### config.mk
export PLATFORM = sky130hd
export DESIGN_NAME = uart_rx_cfg
export DESIGN_NICKNAME = d
export VERILOG_FILES = /design/src/rtl/uart_pkg.sv /design/src/rtl/uart_rx_sampler.sv /design/src/rtl/uart_rx_cfg.sv
export SDC_FILE = /design/constraint.sdc
export NUM_CORES = 1
export LEC_CHECK = 0
export CORE_AREA = 2 2 78 80
export CTS_BUF_LIST = sky130_fd_sc_hd__clkbuf_4 sky130_fd_sc_hd__clkbuf_8
export DETAILED_ROUTE_END_ITERATION = 8
export DIE_AREA = 0 0 80 82
export HOLD_SLACK_MARGIN = 0.02
export PLACE_DENSITY_LB_ADDON = 0.1
export SYNTH_ARGS = -nofsm -noshare
export SYNTH_HDL_FRONTEND = slang
export SYNTH_HIERARCHICAL = 1
export SYNTH_SLANG_ARGS = --single-unit
### constraint.sdc
create_clock -name CLK -period 2.5 [get_ports CLK]
set_input_delay 0.5 -clock CLK [delete_from_list [all_inputs] [get_ports CLK]]
set_output_delay 0.5 -clock CLK [all_outputs]
set_load 0.02 [all_outputs]
### src/rtl/uart_pkg.sv
// uart_pkg: receiver FSM state encoding, prescale floor and the
// bit-counter width helper shared by the UART RX files.
package uart_pkg;

    typedef enum logic [2:0] {
        IDLE   = 3'd0,
        START  = 3'd1,
        DATA   = 3'd2,
        PARITY = 3'd3,
        STOP   = 3'd4,
        STOP2  = 3'd5,
        DONE   = 3'd6
    } rx_state_e;

    localparam int MIN_PRESCALE = 4;

    function automatic int bcnt_w(input int dw);
        return $clog2(dw + 4);
    endfunction

endpackage

### src/rtl/uart_rx_sampler.sv
// uart_rx_sampler: per-bit edge counter, three mid-bit samples and
// a 2-of-3 majority vote.
// Ports: clk_i, rst_ni (sync, active-low), run_i (count while high,
// else hold at 0), prescale_i (latched ratio), rx_i (serial line),
// sample_done_o (1-cycle pulse, bit_o valid), bit_o (majority).
module uart_rx_sampler
    import uart_pkg::*;
#(
    parameter int PRSC_W = 6
) (
    input  logic              clk_i,
    input  logic              rst_ni,
    input  logic              run_i,
    input  logic [PRSC_W-1:0] prescale_i,
    input  logic              rx_i,
    output logic              sample_done_o,
    output logic              bit_o
);

    localparam logic [PRSC_W-1:0] ONE = PRSC_W'(1);

    logic [PRSC_W-1:0] cnt_q, cnt_d;
    logic [PRSC_W-1:0] half;
    logic [2:0]        smp_q, smp_d;
    logic              done_q, done_d;

    assign half = {1'b0, prescale_i[PRSC_W-1:1]};

    // The done pulse is the cycle after the third sample, so the vote
    // is always complete even when the window wraps into the next bit.
    always_comb begin
        cnt_d  = '0;
        smp_d  = smp_q;
        done_d = 1'b0;
        if (run_i) begin
            if (cnt_q == prescale_i - ONE) begin
                cnt_d = '0;
            end else begin
                cnt_d = cnt_q + ONE;
            end
            if (cnt_q == half - ONE) begin
                smp_d[0] = rx_i;
            end
            if (cnt_q == half) begin
                smp_d[1] = rx_i;
            end
            if (cnt_q == half + ONE) begin
                smp_d[2] = rx_i;
                done_d   = 1'b1;
            end
        end
    end

    always_ff @(posedge clk_i) begin
        if (!rst_ni) begin
            cnt_q  <= '0;
            smp_q  <= '1;
            done_q <= 1'b0;
        end else begin
            cnt_q  <= cnt_d;
            smp_q  <= smp_d;
            done_q <= done_d;
        end
    end

    assign sample_done_o = done_q;
    assign bit_o = (smp_q[0] & smp_q[1]) |
                   (smp_q[0] & smp_q[2]) |
                   (smp_q[1] & smp_q[2]);

endmodule

### src/rtl/uart_rx_cfg.sv
// uart_rx_cfg: configurable UART receiver (data width, ratio, parity,
// 1/2 stop bits) with glitch-rejecting start and back-to-back frames.
// Ports: CLK, RST (sync, active-low), RX_IN (idle high), prescale,
// PAR_EN, PAR_TYP (1=odd), STP2; P_DATA word, Data_valid,
// parity_error, framing_error (one-cycle strobes).
// Option: define RX_SYNC_EN to put a 2-flop synchroniser on RX_IN.
module uart_rx_cfg
    import uart_pkg::*;
#(
    parameter int DATA_W = 8,
    parameter int PRSC_W = 6
) (
    input  logic              CLK,
    input  logic              RST,
    input  logic              RX_IN,
    input  logic [PRSC_W-1:0] prescale,
    input  logic              PAR_EN,
    input  logic              PAR_TYP,
    input  logic              STP2,
    output logic [DATA_W-1:0] P_DATA,
    output logic              Data_valid,
    output logic              parity_error,
    output logic              framing_error
);

    localparam int BCW = bcnt_w(DATA_W);
    localparam logic [BCW-1:0] LAST_BIT = BCW'(DATA_W - 1);
    localparam logic [BCW-1:0] BONE = BCW'(1);

    logic rx_s;

`ifdef RX_SYNC_EN
    logic [1:0] sync_q;

    always_ff @(posedge CLK) begin
        if (!RST) begin
            sync_q <= 2'b11;
        end else begin
            sync_q <= {sync_q[0], RX_IN};
        end
    end

    assign rx_s = sync_q[1];
`else
    assign rx_s = RX_IN;
`endif

    rx_state_e         state_q, state_d;
    logic [PRSC_W-1:0] prsc_q, prsc_d;
    logic              par_en_q, par_en_d;
    logic              par_typ_q, par_typ_d;
    logic              stp2_q, stp2_d;
    logic [DATA_W-1:0] sh_q, sh_d;
    logic [BCW-1:0]    bit_cnt_q, bit_cnt_d;
    logic              pf_q, pf_d;
    logic              sf_q, sf_d;
    logic [DATA_W-1:0] pdata_q, pdata_d;
    logic              dv_q, dv_d;
    logic              pe_q, pe_d;
    logic              fe_q, fe_d;

    logic run;
    logic sdone;
    logic smp_bit;
    logic start_det;
    logic finish;

    assign run = (state_q != IDLE) && (state_q != DONE);

    uart_rx_sampler #(
        .PRSC_W(PRSC_W)
    ) u_sampler (
        .clk_i        (CLK),
        .rst_ni       (RST),
        .run_i        (run),
        .prescale_i   (prsc_q),
        .rx_i         (rx_s),
        .sample_done_o(sdone),
        .bit_o        (smp_bit)
    );

    always_comb begin
        state_d   = state_q;
        prsc_d    = prsc_q;
        par_en_d  = par_en_q;
        par_typ_d = par_typ_q;
        stp2_d    = stp2_q;
        sh_d      = sh_q;
        bit_cnt_d = bit_cnt_q;
        pf_d      = pf_q;
        sf_d      = sf_q;
        pdata_d   = pdata_q;
        dv_d      = 1'b0;
        pe_d      = 1'b0;
        fe_d      = 1'b0;
        start_det = 1'b0;
        finish    = 1'b0;

        unique case (state_q)
            IDLE: begin
                if (!rx_s) begin
                    state_d   = START;
                    start_det = 1'b1;
                end
            end
            START: begin
                if (sdone) begin
                    state_d = smp_bit ? IDLE : DATA;
                end
            end
            DATA: begin
                if (sdone) begin
                    sh_d = {smp_bit, sh_q[DATA_W-1:1]};
                    if (bit_cnt_q == LAST_BIT) begin
                        state_d = par_en_q ? PARITY : STOP;
                    end else begin
                        bit_cnt_d = bit_cnt_q + BONE;
                    end
                end
            end
            PARITY: begin
                if (sdone) begin
                    if (smp_bit != (^sh_q ^ par_typ_q)) begin
                        pf_d = 1'b1;
                    end
                    state_d = STOP;
                end
            end
            STOP: begin
                if (sdone) begin
                    sf_d = sf_q | ~smp_bit;
                    if (stp2_q) begin
                        state_d = STOP2;
                    end else begin
                        finish = 1'b1;
                    end
                end
            end
            STOP2: begin
                if (sdone) begin
                    sf_d   = sf_q | ~smp_bit;
                    finish = 1'b1;
                end
            end
            DONE: begin
                if (!rx_s) begin
                    state_d   = START;
                    start_det = 1'b1;
                end else begin
                    state_d = IDLE;
                end
            end
            default: begin
                state_d = IDLE;
            end
        endcase

        // Strobes are registered on the stop decision so they appear
        // exactly in the DONE cycle.
        if (finish) begin
            state_d = DONE;
            dv_d    = ~(pf_q | sf_d);
            pe_d    = pf_q;
            fe_d    = sf_d;
            if (dv_d) begin
                pdata_d = sh_q;
            end
        end

        if (start_det) begin
            prsc_d    = prescale;
            par_en_d  = PAR_EN;
            par_typ_d = PAR_TYP;
            stp2_d    = STP2;
            bit_cnt_d = '0;
            pf_d      = 1'b0;
            sf_d      = 1'b0;
        end
    end

    always_ff @(posedge CLK) begin
        if (!RST) begin
            state_q   <= IDLE;
            prsc_q    <= '0;
            par_en_q  <= 1'b0;
            par_typ_q <= 1'b0;
            stp2_q    <= 1'b0;
            sh_q      <= '0;
            bit_cnt_q <= '0;
            pf_q      <= 1'b0;
            sf_q      <= 1'b0;
            pdata_q   <= '0;
            dv_q      <= 1'b0;
            pe_q      <= 1'b0;
            fe_q      <= 1'b0;
        end else begin
            state_q   <= state_d;
            prsc_q    <= prsc_d;
            par_en_q  <= par_en_d;
            par_typ_q <= par_typ_d;
            stp2_q    <= stp2_d;
            sh_q      <= sh_d;
            bit_cnt_q <= bit_cnt_d;
            pf_q      <= pf_d;
            sf_q      <= sf_d;
            pdata_q   <= pdata_d;
            dv_q      <= dv_d;
            pe_q      <= pe_d;
            fe_q      <= fe_d;
        end
    end

    assign P_DATA        = pdata_q;
    assign Data_valid    = dv_q;
    assign parity_error  = pe_q;
    assign framing_error = fe_q;

endmodule

==> results.cfg <==
[power_and_ir_drop]
powerDensity_nw_per_um2 = 536
p_leak_nw = 1.08
p_int_w = 0.00115
clkPwrFrac_pct = 35.6
peakVddDrop_uv = 276
seq_power_share_pct = 51.8
switchingPower_w = 0.000385
netSwitchingFraction_pct = 25.1
combPwrFrac_pct = 12.6

[synth]
synth-edff-count = 0
seq_area_frac_synth_pct = 37.8
synth-seq-cells = 47
yosysUniqueCellTypes = 52
avgSynthCellArea_um2 = 8.71
syn_nets = 304
synth-main-ff-cell = dfxtp_1
syn_area_um2 = 2490
synthArstFlopShare_pct = 0
yosysWarnings = 6
syn_inst = 286

[place]
dp_slack_ns = 0.355
gp_congestion = 0.810
dpl-instance-area_um2 = 2760
dp_hpwl_um = 3860
io_buffer_count = 22

[floorplanning]
rows = 28
ios = 23
die-area_um2 = 6560
die_h_um = 82
start_util_pct = 43.3
fp.coreArea_um2 = 5750
die_w_um = 80

[detailed_routing]
met3WireLength_um = 148
drtIter0Drc = 75
routed.top_layer = met4
final_antenna_net_count = 0
routed_wl_um = 5330
wire_per_inst_um = 14.1
drc = 0
firstDrtPassIters = 4
wl_met1_um = 2430
vias_per_cell = 5.32
dr_wl_met2_um = 2680
vias = 2011

[sta]
worst_slack_ns = 0.445
finalSetupViolCount = 0
fin_crit_ns = 2.05
max_freq_mhz = 487
report.final.slew_viol_count = 0
fin_crit_sh_pct = 82.2
tns_ns = 0
rsz0062_at_grt = false
max_slew_margin_pct = 58.9
worst_pin_slew_ns = 0.616
hold_viol = 0
fin_skew_ns = 0.00722

[global_routing]
grt_max_degree = 21
grtUsageTotal_pct = 17.6
grt_pass1_vias = 1870
grt_first_pass_wirelength_um = 8960
grt_overflow = 0
antenna_found_initial = 0

[clock_tree]
cts_resized = 0
path_clk_slew_ns = 0.09
root_buffer = clkbuf_8
post-cts-setup-buffer-count = 0
cts_tree = yes
hold_buffers = 0
clock_latency_ns = 0.30
cts.sinks = 47
cts_buffers = 5
htreeDepth = 2
clk_path_buf_depth = 2

[worst_setup_path]
arrival_ns = 2.24
critPathKind = register to register
start_kind = register
endpoint_kind = register
rr_worst_depth = 7
required_ns = 2.68
crit_path_max_fanout = 10

[status]
status = completed

[finish]
multi_input_area_um2 = 1430
synthToLayoutAreaGrowth_pct = 15.1
diodes = 0
final_common_cell = dfxtp_1
layout_common_cells = dfxtp_1 (47), nand2_1 (25), nor2_1 (24)
seq_area_um2 = 941
fillers = 562
stdcell_area_um2 = 2870
nets = 321
drive_gt1_share_pct = 8.25

[min_path]
hp-class = register to register
hold_depth = 2

[run]
cap_viol_max_count = 0
stage by stage:
| step | std cells | util (%) | hold WS, ns | power, W |
|---|---|---|---|---|
| finish | 378 | 49.9 | 0.478 | 0.00154 |
| global route | 378 | 49.9 | 0.505 | 0.00161 |
| CTS | 378 | 49.9 | 0.484 | 0.00156 |
| detailed placement | 371 | 48.0 | 0.471 | 0.00101 |
| global placement | 371 | 48.0 | 0.462 | 0.00101 |
| floorplan | 286 | - | 0.447 | 0.000955 |
routing by layer:
layer	vias up	global-route usage [%]
li1	1031	-
met1	947	22.2
met2	25	30.3
met3	8	3.30
met4	0	6.10
met5	-	0
synthesized netlist by cell type (all sizes together), types with 3 or more instances:
library cell,n,area (um^2)
o21ai,10,50.1
nand2,25,93.8
dfxtp,47,941
ha,6,75.1
mux2i,12,120
xnor2,12,105
and3,6,37.5
buf,7,47.5
xor2,19,174
nor4,3,18.8
clkbuf,10,40.0
nand3,18,90.1
nor3,11,65.1
a21oi,22,110
nand3b,4,30.0
inv,9,33.8
nor2,24,90.1
nand4,4,25.0
layout make-up:
cell class	count	share of cell area, %
Clock inverter	2	1.31
Inverter	9	1.18
Clock buffer	5	2.40
Timing Repair Buffer	27	8.99
Sequential cell	47	32.8
Multi-Input combinational cell	213	50.0
Tap cell	75	3.27
power by group through the flow:
stage / combinational, W / clock, W / sequential [W]
floorplan: 0.000160 / 0 / 0.000795
global route: 0.000217 / 0.000593 / 0.000801
CTS: 0.000194 / 0.000568 / 0.000796
global placement: 0.000193 / 0 / 0.000814
finish: 0.000193 / 0.000548 / 0.000797
detailed placement: 0.000193 / 0 / 0.000814
cells by family (layout without fill, tap and decap cells):
kind of cell / Yosys count / after routing / synth area share (%)
adders and majority gates: 7 / 7 / 3.42
muxes: 12 / 12 / 4.82
buffers and inverters: 26 / 43 / 4.87
and+or+nand+nor: 114 / 114 / 24.1
DFF: 47 / 47 / 37.8
xor gates and xnor gates: 32 / 32 / 12.1
AOI/OAI and AO/OA: 48 / 48 / 12.9
sequential cells by signal (all words and copies together), names as in the netlist:
| name | count |
|---|---|
| state_q | 3 |
| stp2_q | 1 |
| u_sampler/smp_q | 3 |
| parity_error | 1 |
| u_sampler/sample_done_o | 1 |
| sh_q | 8 |
| u_sampler/cnt_q | 6 |
| Data_valid | 1 |
| sf_q | 1 |
| par_typ_q | 1 |
| par_en_q | 1 |
| bit_cnt_q | 4 |
| prsc_q | 6 |
| pf_q | 1 |
| P_DATA | 8 |
| framing_error | 1 |
worst max-delay path, cell delays in order (launching register included):
cell and delay [ns]:
dfxtp_1 0.54, inv_1 0.13, ha_1 0.19, a21boi_0 0.29
xnor2_1 0.16, nand3_1 0.11, nor3_2 0.39, nor3_1 0.11
path summary, 6_finish.rpt:
kind | from | end | slack, ns
max reg2reg | prsc_q[2] | u_sampler/cnt_q[3] | 0.45
min | bit_cnt_q[1] | bit_cnt_q[1] | 0.48
max | prsc_q[2] | u_sampler/cnt_q[3] | 0.45
min reg2reg | bit_cnt_q[1] | bit_cnt_q[1] | 0.48
No activity file was read; power rests on OpenSTA's default activity.
